--- src/rtl/color_box_tracker.sv ---
`default_nettype none
// ============================================================================
// Module   : color_box_tracker
// Purpose  : Tracks the bounding box of threshold-matched pixels per frame and
//            overlays the previous frame's box on the VGA stream.
//            Optional macro MATCH_HILITE_EN paints matching pixels white.
// Revision : 1.0 - initial release
// ============================================================================
module color_box_tracker #(
    parameter int          WIDTH      = 640,
    parameter int          HEIGHT     = 480,
    parameter int          MIN_PIXELS = 64,
    parameter logic [23:0] BOX_RGB    = 24'h00FF00
) (
    input  logic       VGA_CLK,
    input  logic       reset,
    input  logic [7:0] iVGA_R,
    input  logic [7:0] iVGA_G,
    input  logic [7:0] iVGA_B,
    input  logic       iVGA_HS,
    input  logic       iVGA_VS,
    input  logic       iVGA_SYNC_N,
    input  logic       iVGA_BLANK_N,
    output logic [7:0] oVGA_R,
    output logic [7:0] oVGA_G,
    output logic [7:0] oVGA_B,
    output logic       oVGA_HS,
    output logic       oVGA_VS,
    output logic       oVGA_SYNC_N,
    output logic       oVGA_BLANK_N,
    input  logic [7:0] R_MIN,
    input  logic [7:0] G_MAX,
    input  logic [7:0] B_MAX,
    output logic [9:0] box_x_min,
    output logic [9:0] box_x_max,
    output logic [9:0] box_y_min,
    output logic [9:0] box_y_max,
    output logic       box_valid,
    output logic [9:0] LEDR
);

    localparam logic [9:0]  c_x_last     = 10'(WIDTH - 1);
    localparam logic [9:0]  c_y_last     = 10'(HEIGHT - 1);
    localparam logic [18:0] c_min_pixels = 19'(MIN_PIXELS);

    typedef enum logic [0:0] {
        WAIT_SYNC = 1'b0,
        ACCUM     = 1'b1
    } state_t;

    state_t      state_q, state_d;
    logic        prev_vs_q, prev_blank_q;
    logic [9:0]  x_q, x_d, y_q, y_d;
    logic [9:0]  acc_xmin_q, acc_xmin_d, acc_xmax_q, acc_xmax_d;
    logic [9:0]  acc_ymin_q, acc_ymin_d, acc_ymax_q, acc_ymax_d;
    logic [18:0] count_q, count_d;
    logic [9:0]  box_x_min_q, box_x_min_d, box_x_max_q, box_x_max_d;
    logic [9:0]  box_y_min_q, box_y_min_d, box_y_max_q, box_y_max_d;
    logic        box_valid_q, box_valid_d;
    logic [9:0]  ledr_q, ledr_d;
    logic [23:0] rgb_q, rgb_d;
    logic [3:0]  sync_q;

    logic match, vs_fall, blank_fall, pub_valid;
    logic in_x, in_y, on_outline;

    assign match      = iVGA_BLANK_N & (iVGA_R >= R_MIN) & (iVGA_G <= G_MAX) & (iVGA_B <= B_MAX);
    assign vs_fall    = prev_vs_q & ~iVGA_VS;
    assign blank_fall = prev_blank_q & ~iVGA_BLANK_N;
    assign pub_valid  = (count_q >= c_min_pixels);

    // Position counters; x saturates so over-long lines stay on the last column
    always_comb begin
        x_d = x_q;
        y_d = y_q;
        if (!iVGA_VS) begin
            x_d = '0;
            y_d = '0;
        end else if (blank_fall) begin
            x_d = '0;
            y_d = (y_q >= c_y_last) ? c_y_last : y_q + 10'd1;
        end else if (iVGA_BLANK_N) begin
            x_d = (x_q >= c_x_last) ? c_x_last : x_q + 10'd1;
        end
    end

    always_comb begin
        state_d     = state_q;
        acc_xmin_d  = acc_xmin_q;
        acc_xmax_d  = acc_xmax_q;
        acc_ymin_d  = acc_ymin_q;
        acc_ymax_d  = acc_ymax_q;
        count_d     = count_q;
        box_x_min_d = box_x_min_q;
        box_x_max_d = box_x_max_q;
        box_y_min_d = box_y_min_q;
        box_y_max_d = box_y_max_q;
        box_valid_d = box_valid_q;
        ledr_d      = ledr_q;
        case (state_q)
            WAIT_SYNC: begin
                if (vs_fall) begin
                    acc_xmin_d = 10'h3FF;
                    acc_ymin_d = 10'h3FF;
                    acc_xmax_d = '0;
                    acc_ymax_d = '0;
                    count_d    = '0;
                    state_d    = ACCUM;
                end
            end
            ACCUM: begin
                // Publish takes priority over a coincident match
                if (vs_fall) begin
                    box_valid_d = pub_valid;
                    ledr_d      = {pub_valid, count_q[18:10]};
                    if (pub_valid) begin
                        box_x_min_d = acc_xmin_q;
                        box_x_max_d = acc_xmax_q;
                        box_y_min_d = acc_ymin_q;
                        box_y_max_d = acc_ymax_q;
                    end
                    acc_xmin_d = 10'h3FF;
                    acc_ymin_d = 10'h3FF;
                    acc_xmax_d = '0;
                    acc_ymax_d = '0;
                    count_d    = '0;
                end else if (match) begin
                    if (x_q < acc_xmin_q) acc_xmin_d = x_q;
                    if (x_q > acc_xmax_q) acc_xmax_d = x_q;
                    if (y_q < acc_ymin_q) acc_ymin_d = y_q;
                    if (y_q > acc_ymax_q) acc_ymax_d = y_q;
                    if (count_q != '1) count_d = count_q + 19'd1;
                end
            end
            default: state_d = WAIT_SYNC;
        endcase
    end

    assign in_x = (x_q >= box_x_min_q) & (x_q <= box_x_max_q);
    assign in_y = (y_q >= box_y_min_q) & (y_q <= box_y_max_q);
    assign on_outline = box_valid_q & iVGA_BLANK_N &
                        ((((x_q == box_x_min_q) | (x_q == box_x_max_q)) & in_y) |
                         (((y_q == box_y_min_q) | (y_q == box_y_max_q)) & in_x));

    always_comb begin
        rgb_d = {iVGA_R, iVGA_G, iVGA_B};
        if (!iVGA_BLANK_N) begin
            rgb_d = '0;
        end else if (on_outline) begin
            rgb_d = BOX_RGB;
        end
`ifdef MATCH_HILITE_EN
        else if (match) begin
            rgb_d = 24'hFFFFFF;
        end
`endif
    end

    always_ff @(posedge VGA_CLK) begin
        if (reset) begin
            state_q      <= WAIT_SYNC;
            prev_vs_q    <= 1'b0;
            prev_blank_q <= 1'b0;
            x_q          <= '0;
            y_q          <= '0;
            acc_xmin_q   <= 10'h3FF;
            acc_ymin_q   <= 10'h3FF;
            acc_xmax_q   <= '0;
            acc_ymax_q   <= '0;
            count_q      <= '0;
            box_x_min_q  <= '0;
            box_x_max_q  <= '0;
            box_y_min_q  <= '0;
            box_y_max_q  <= '0;
            box_valid_q  <= 1'b0;
            ledr_q       <= '0;
            rgb_q        <= '0;
            sync_q       <= '0;
        end else begin
            state_q      <= state_d;
            prev_vs_q    <= iVGA_VS;
            prev_blank_q <= iVGA_BLANK_N;
            x_q          <= x_d;
            y_q          <= y_d;
            acc_xmin_q   <= acc_xmin_d;
            acc_ymin_q   <= acc_ymin_d;
            acc_xmax_q   <= acc_xmax_d;
            acc_ymax_q   <= acc_ymax_d;
            count_q      <= count_d;
            box_x_min_q  <= box_x_min_d;
            box_x_max_q  <= box_x_max_d;
            box_y_min_q  <= box_y_min_d;
            box_y_max_q  <= box_y_max_d;
            box_valid_q  <= box_valid_d;
            ledr_q       <= ledr_d;
            rgb_q        <= rgb_d;
            sync_q       <= {iVGA_HS, iVGA_VS, iVGA_SYNC_N, iVGA_BLANK_N};
        end
    end

    assign {oVGA_R, oVGA_G, oVGA_B} = rgb_q;
    assign {oVGA_HS, oVGA_VS, oVGA_SYNC_N, oVGA_BLANK_N} = sync_q;
    assign box_x_min = box_x_min_q;
    assign box_x_max = box_x_max_q;
    assign box_y_min = box_y_min_q;
    assign box_y_max = box_y_max_q;
    assign box_valid = box_valid_q;
    assign LEDR      = ledr_q;

endmodule
`default_nettype wire
--- config.mk ---
export PLATFORM = sky130hd
export DESIGN_NAME = color_box_tracker
export DESIGN_NICKNAME = d
export VERILOG_FILES = /design/src/rtl/color_box_tracker.sv
export SDC_FILE = /design/constraint.sdc
export NUM_CORES = 1
export LEC_CHECK = 0
export ABC_CLOCK_PERIOD_IN_PS = 3600
export BUFFER_PORTS_ARGS = -buffer_cell sky130_fd_sc_hd__buf_2
export CAP_MARGIN = 20
export CORE_MARGIN = 2
export CORE_UTILIZATION = 35
export CTS_BUF_LIST = sky130_fd_sc_hd__clkbuf_16
export CTS_CLUSTER_DIAMETER = 50
export DETAILED_ROUTE_END_ITERATION = 8
export SLEW_MARGIN = 40
export SYNTH_ARGS = -nofsm -noshare
export SYNTH_HDL_FRONTEND = slang
export SYNTH_SLANG_ARGS = --single-unit
--- constraint.sdc ---
create_clock -name VGA_CLK -period 3.6 [get_ports VGA_CLK]
set_clock_uncertainty 0.15 [all_clocks]
set_input_delay 0.72 -clock VGA_CLK [delete_from_list [all_inputs] [get_ports VGA_CLK]]
set_output_delay 0.72 -clock VGA_CLK [all_outputs]
set_load 0.05 [all_outputs]
==> metrics.csv <==
stage,metric,value,unit
timing,Total Neg Setup Slack,0,ns
timing,max-slew headroom at the worst pin,0.469,
floorplan,die width,160,um
grt,Total GRT Usage,0.177,
route,post-route ant nets,0,
yosys,Area contributors post-synth,"dfxtp_1 37%, ha_1 16%, a21oi_1 6.2%",
timing,Final WS setup,0.641,ns
route,Pre-Repair DR Iteration Count,5,
yosys,"Cell Area, Synth",8520,sq um
placed_design,Area after DPL,9610,sq um
worst_setup_path,Worst Setup End Kind,register,
floorplan,IO Count,133,
cts,Inserted Clock Buffers,17,
floorplan,Starting Density,0.353,
placed_design,dpl ws,0.181,ns
yosys,library cells used by synthesis,55,
pwr,Power Density,385,nW/um^2
floorplan,row cnt,57,
pwr,Leak,4.72,nW
yosys,dominant cell type by area after synthesis,dfxtp_1,
grt,vias in the first global route,7371,
grt,pin count of the biggest net entering global routing,77,
worst_setup_path,"critical path fanouts, max",29,
pwr,Max IR drop VDD,0.251,mV
outcome,status,completed,
layout,register area,3160,sq um
layout,final layout net count,1319,
cts,post-CTS setup repair buffer count,0,
yosys,Syn Inst Count,1027,
layout,Area Growth Syn to Fin,19.9,%
layout,Finished Core Util,0.424,
floorplan,Core Region,24100,sq um
timing,final setup vio count,0,
cts,Clock Latency Late Sink,0.43,ns
layout,fin area,10200,sq um
cts,CTS sink count,158,
run,max-cap violation count,0,
layout,Fill cells,2459,
pwr,total power,3.93,mW
worst_setup_path,worst stage delay on the critical path,0.68,ns
route,wire per inst,14.9,um
route,initial DRC count,477,
floorplan,Die ar.,25600,sq um
placed_design,GPL Wtd Cong,0.800,
timing,RSZ-0062 raised after global routing,false,
cts,Post-CTS Hold Buffers,0,
timing,Period minus WS final,2.96,ns
placed_design,Port Buf Inserts,132,
yosys,Post-synth EDFFs,0,
grt,initial antenna violation count,0,
timing,Final Max Tran Viols,0,
yosys,post-synthesis average cell area,8.30,sq um
yosys,"flops & latches, synth",158,
yosys,fraction of registers with async set/reset,0,
worst_setup_path,worst path required time,3.80,ns
worst_setup_path,critical path arrival,3.16,ns
cts,Max Root-Sink Buffers,2,
route,Remaining DRCs,0,
cts,root buffer cell,clkbuf_16,
worst_setup_path,startpoint types,input port,
route,via count,7564,
yosys,Syn Nets,1187,
layout,multi-input logic area,4750,sq um
timing,hold slack,0.303,ns
timing,fin crit share,0.822,
timing,"Hold Vio Cnt, Final",0,
placed_design,hpwl dp,16.6,mm
cts,CTS tree,built,
layout,fraction of layout cells with a size suffix above 1,0.169,
yosys,top cell type's share of synthesized area,0.371,
grt,first-pass GRT wire length,37.0,mm
worst_hold_path,Hold Crit Class,register to register,
worst_setup_path,CP Class,input port to register,
timing,Max Fclk,338,MHz
worst_setup_path,cells along the critical path,"buf_2, ha_1, nand4_1, o21ai_0, nand2_1, or4_4, nor3_1, buf_4, mux2i_1",
route,average vias per placed instance,5.06,
cts,CTS resizes,0,
floorplan,chip height,160,um
worst_setup_path,Slowest cell on crit path,or4_4,
timing,slew of the pin with the lowest slew margin,0.796,ns
grt,grt ovf,0,
layout,Post-Layout Cell Count,1496,
yosys,Synth warnings,0,
cts,H-tree depth,4,
route,Detailed Route WL,22.4,mm
cts,"Reg clk slew, reported paths",0.06,ns
yosys,ys flop type,dfxtp_1,
yosys,register area share after synthesis,0.371,
layout,ANT cells,0,
placed_design,dpl cells,1464,
routing by layer:
| metal | track usage | up-vias | wire, um | share of wire |
|---|---|---|---|---|
| li1 | - | 3841 | - | - |
| met1 | 0.234 | 3546 | 10700 | 0.48 |
| met2 | 0.295 | 164 | 10400 | 0.47 |
| met3 | 0.0379 | 13 | 1050 | 0.047 |
| met4 | 0.0422 | 0 | 221 | 0.0099 |
| met5 | 0 | - | 0 | 0 |
final cells by class:
type | instances | area share
tap | 324 | 0.0397
multi-input combinational | 708 | 0.465
clock inverter | 15 | 0.0175
inverter | 115 | 0.0423
timing repair buffer | 159 | 0.0845
clock buffer | 17 | 0.0416
sequential | 158 | 0.310
kinds of logic (layout without fill, tap and decap cells):
logic type,count (synthesis),count (layout),synth area share
and+or+nand+nor,355,355,0.202
xor gates and xnor gates,11,11,0.0113
AOI/OAI and AO/OA,211,211,0.156
muxes,25,25,0.0294
buffers and inverters,161,306,0.0742
adders and majority gates,106,106,0.156
DFF,158,158,0.371
placed cells by master (no fill, tap or decap), types with 9 or more instances in the layout:
cell	count
inv_1	118
ha_1	106
nand2b_1	11
o22a_1	22
a21oi_1	105
and3_1	11
mux2i_1	25
buf_2	132
nor3_1	23
nor2_1	115
o21ai_0	21
nand2_1	67
or4_1	12
o31ai_1	14
dfxtp_1	158
and2_1	15
nand3_1	48
clkbuf_16	17
nand4_1	23
xor2_1	9
buf_4	27
a21o_1	15
final timing paths:
kind	start	endpoint	slack, ns	cells after the start
setup / recovery	iVGA_G[7]	acc_xmax_q[7]	0.64	9
hold / removal	LEDR[5]	LEDR[5]	0.30	2
setup reg to reg	x_q[5]	rgb_q[1]	0.73	9
hold reg to reg	LEDR[5]	LEDR[5]	0.30	2
Yosys cell counts, types with 14 or more instances:
master / instances
o21ai_0: 21
nor3_1: 23
a21oi_1: 105
clkbuf_1: 33
a21o_1: 15
nand3_1: 49
nand2_1: 67
nand4_1: 23
dfxtp_1: 158
and2_1: 15
ha_1: 106
o31ai_1: 14
mux2i_1: 25
o22a_1: 22
nor2_1: 116
inv_1: 115
registers in the layout, indices dropped and copies added, names as in the netlist:
name	count
LEDR	9
box_valid	1
box_x_min	10
x_q	10
acc_xmin_q	10
acc_ymin_q	10
rgb_q	24
box_x_max	10
acc_ymax_q	10
state_q	1
box_y_min	10
count_q	19
box_y_max	10
y_q	10
acc_xmax_q	10
sync_q	4
worst max-delay path: cells and delay by family:
family / cells / cell delay (ns)
simple gates: 4 / 1.29
mux: 1 / 0.20
compound gates: 1 / 0.27
buf+inv: 2 / 0.35
fa+ha+maj: 1 / 0.31
power by group:
| group | leakage (nW) | switching (mW) | internal (mW) |
|---|---|---|---|
| logic | 3.15 | 0.181 | 0.0922 |
| registers | 1.28 | 0.0108 | 1.76 |
| clock network | 0.296 | 0.735 | 1.15 |
No activity file was read; power rests on OpenSTA's default activity.
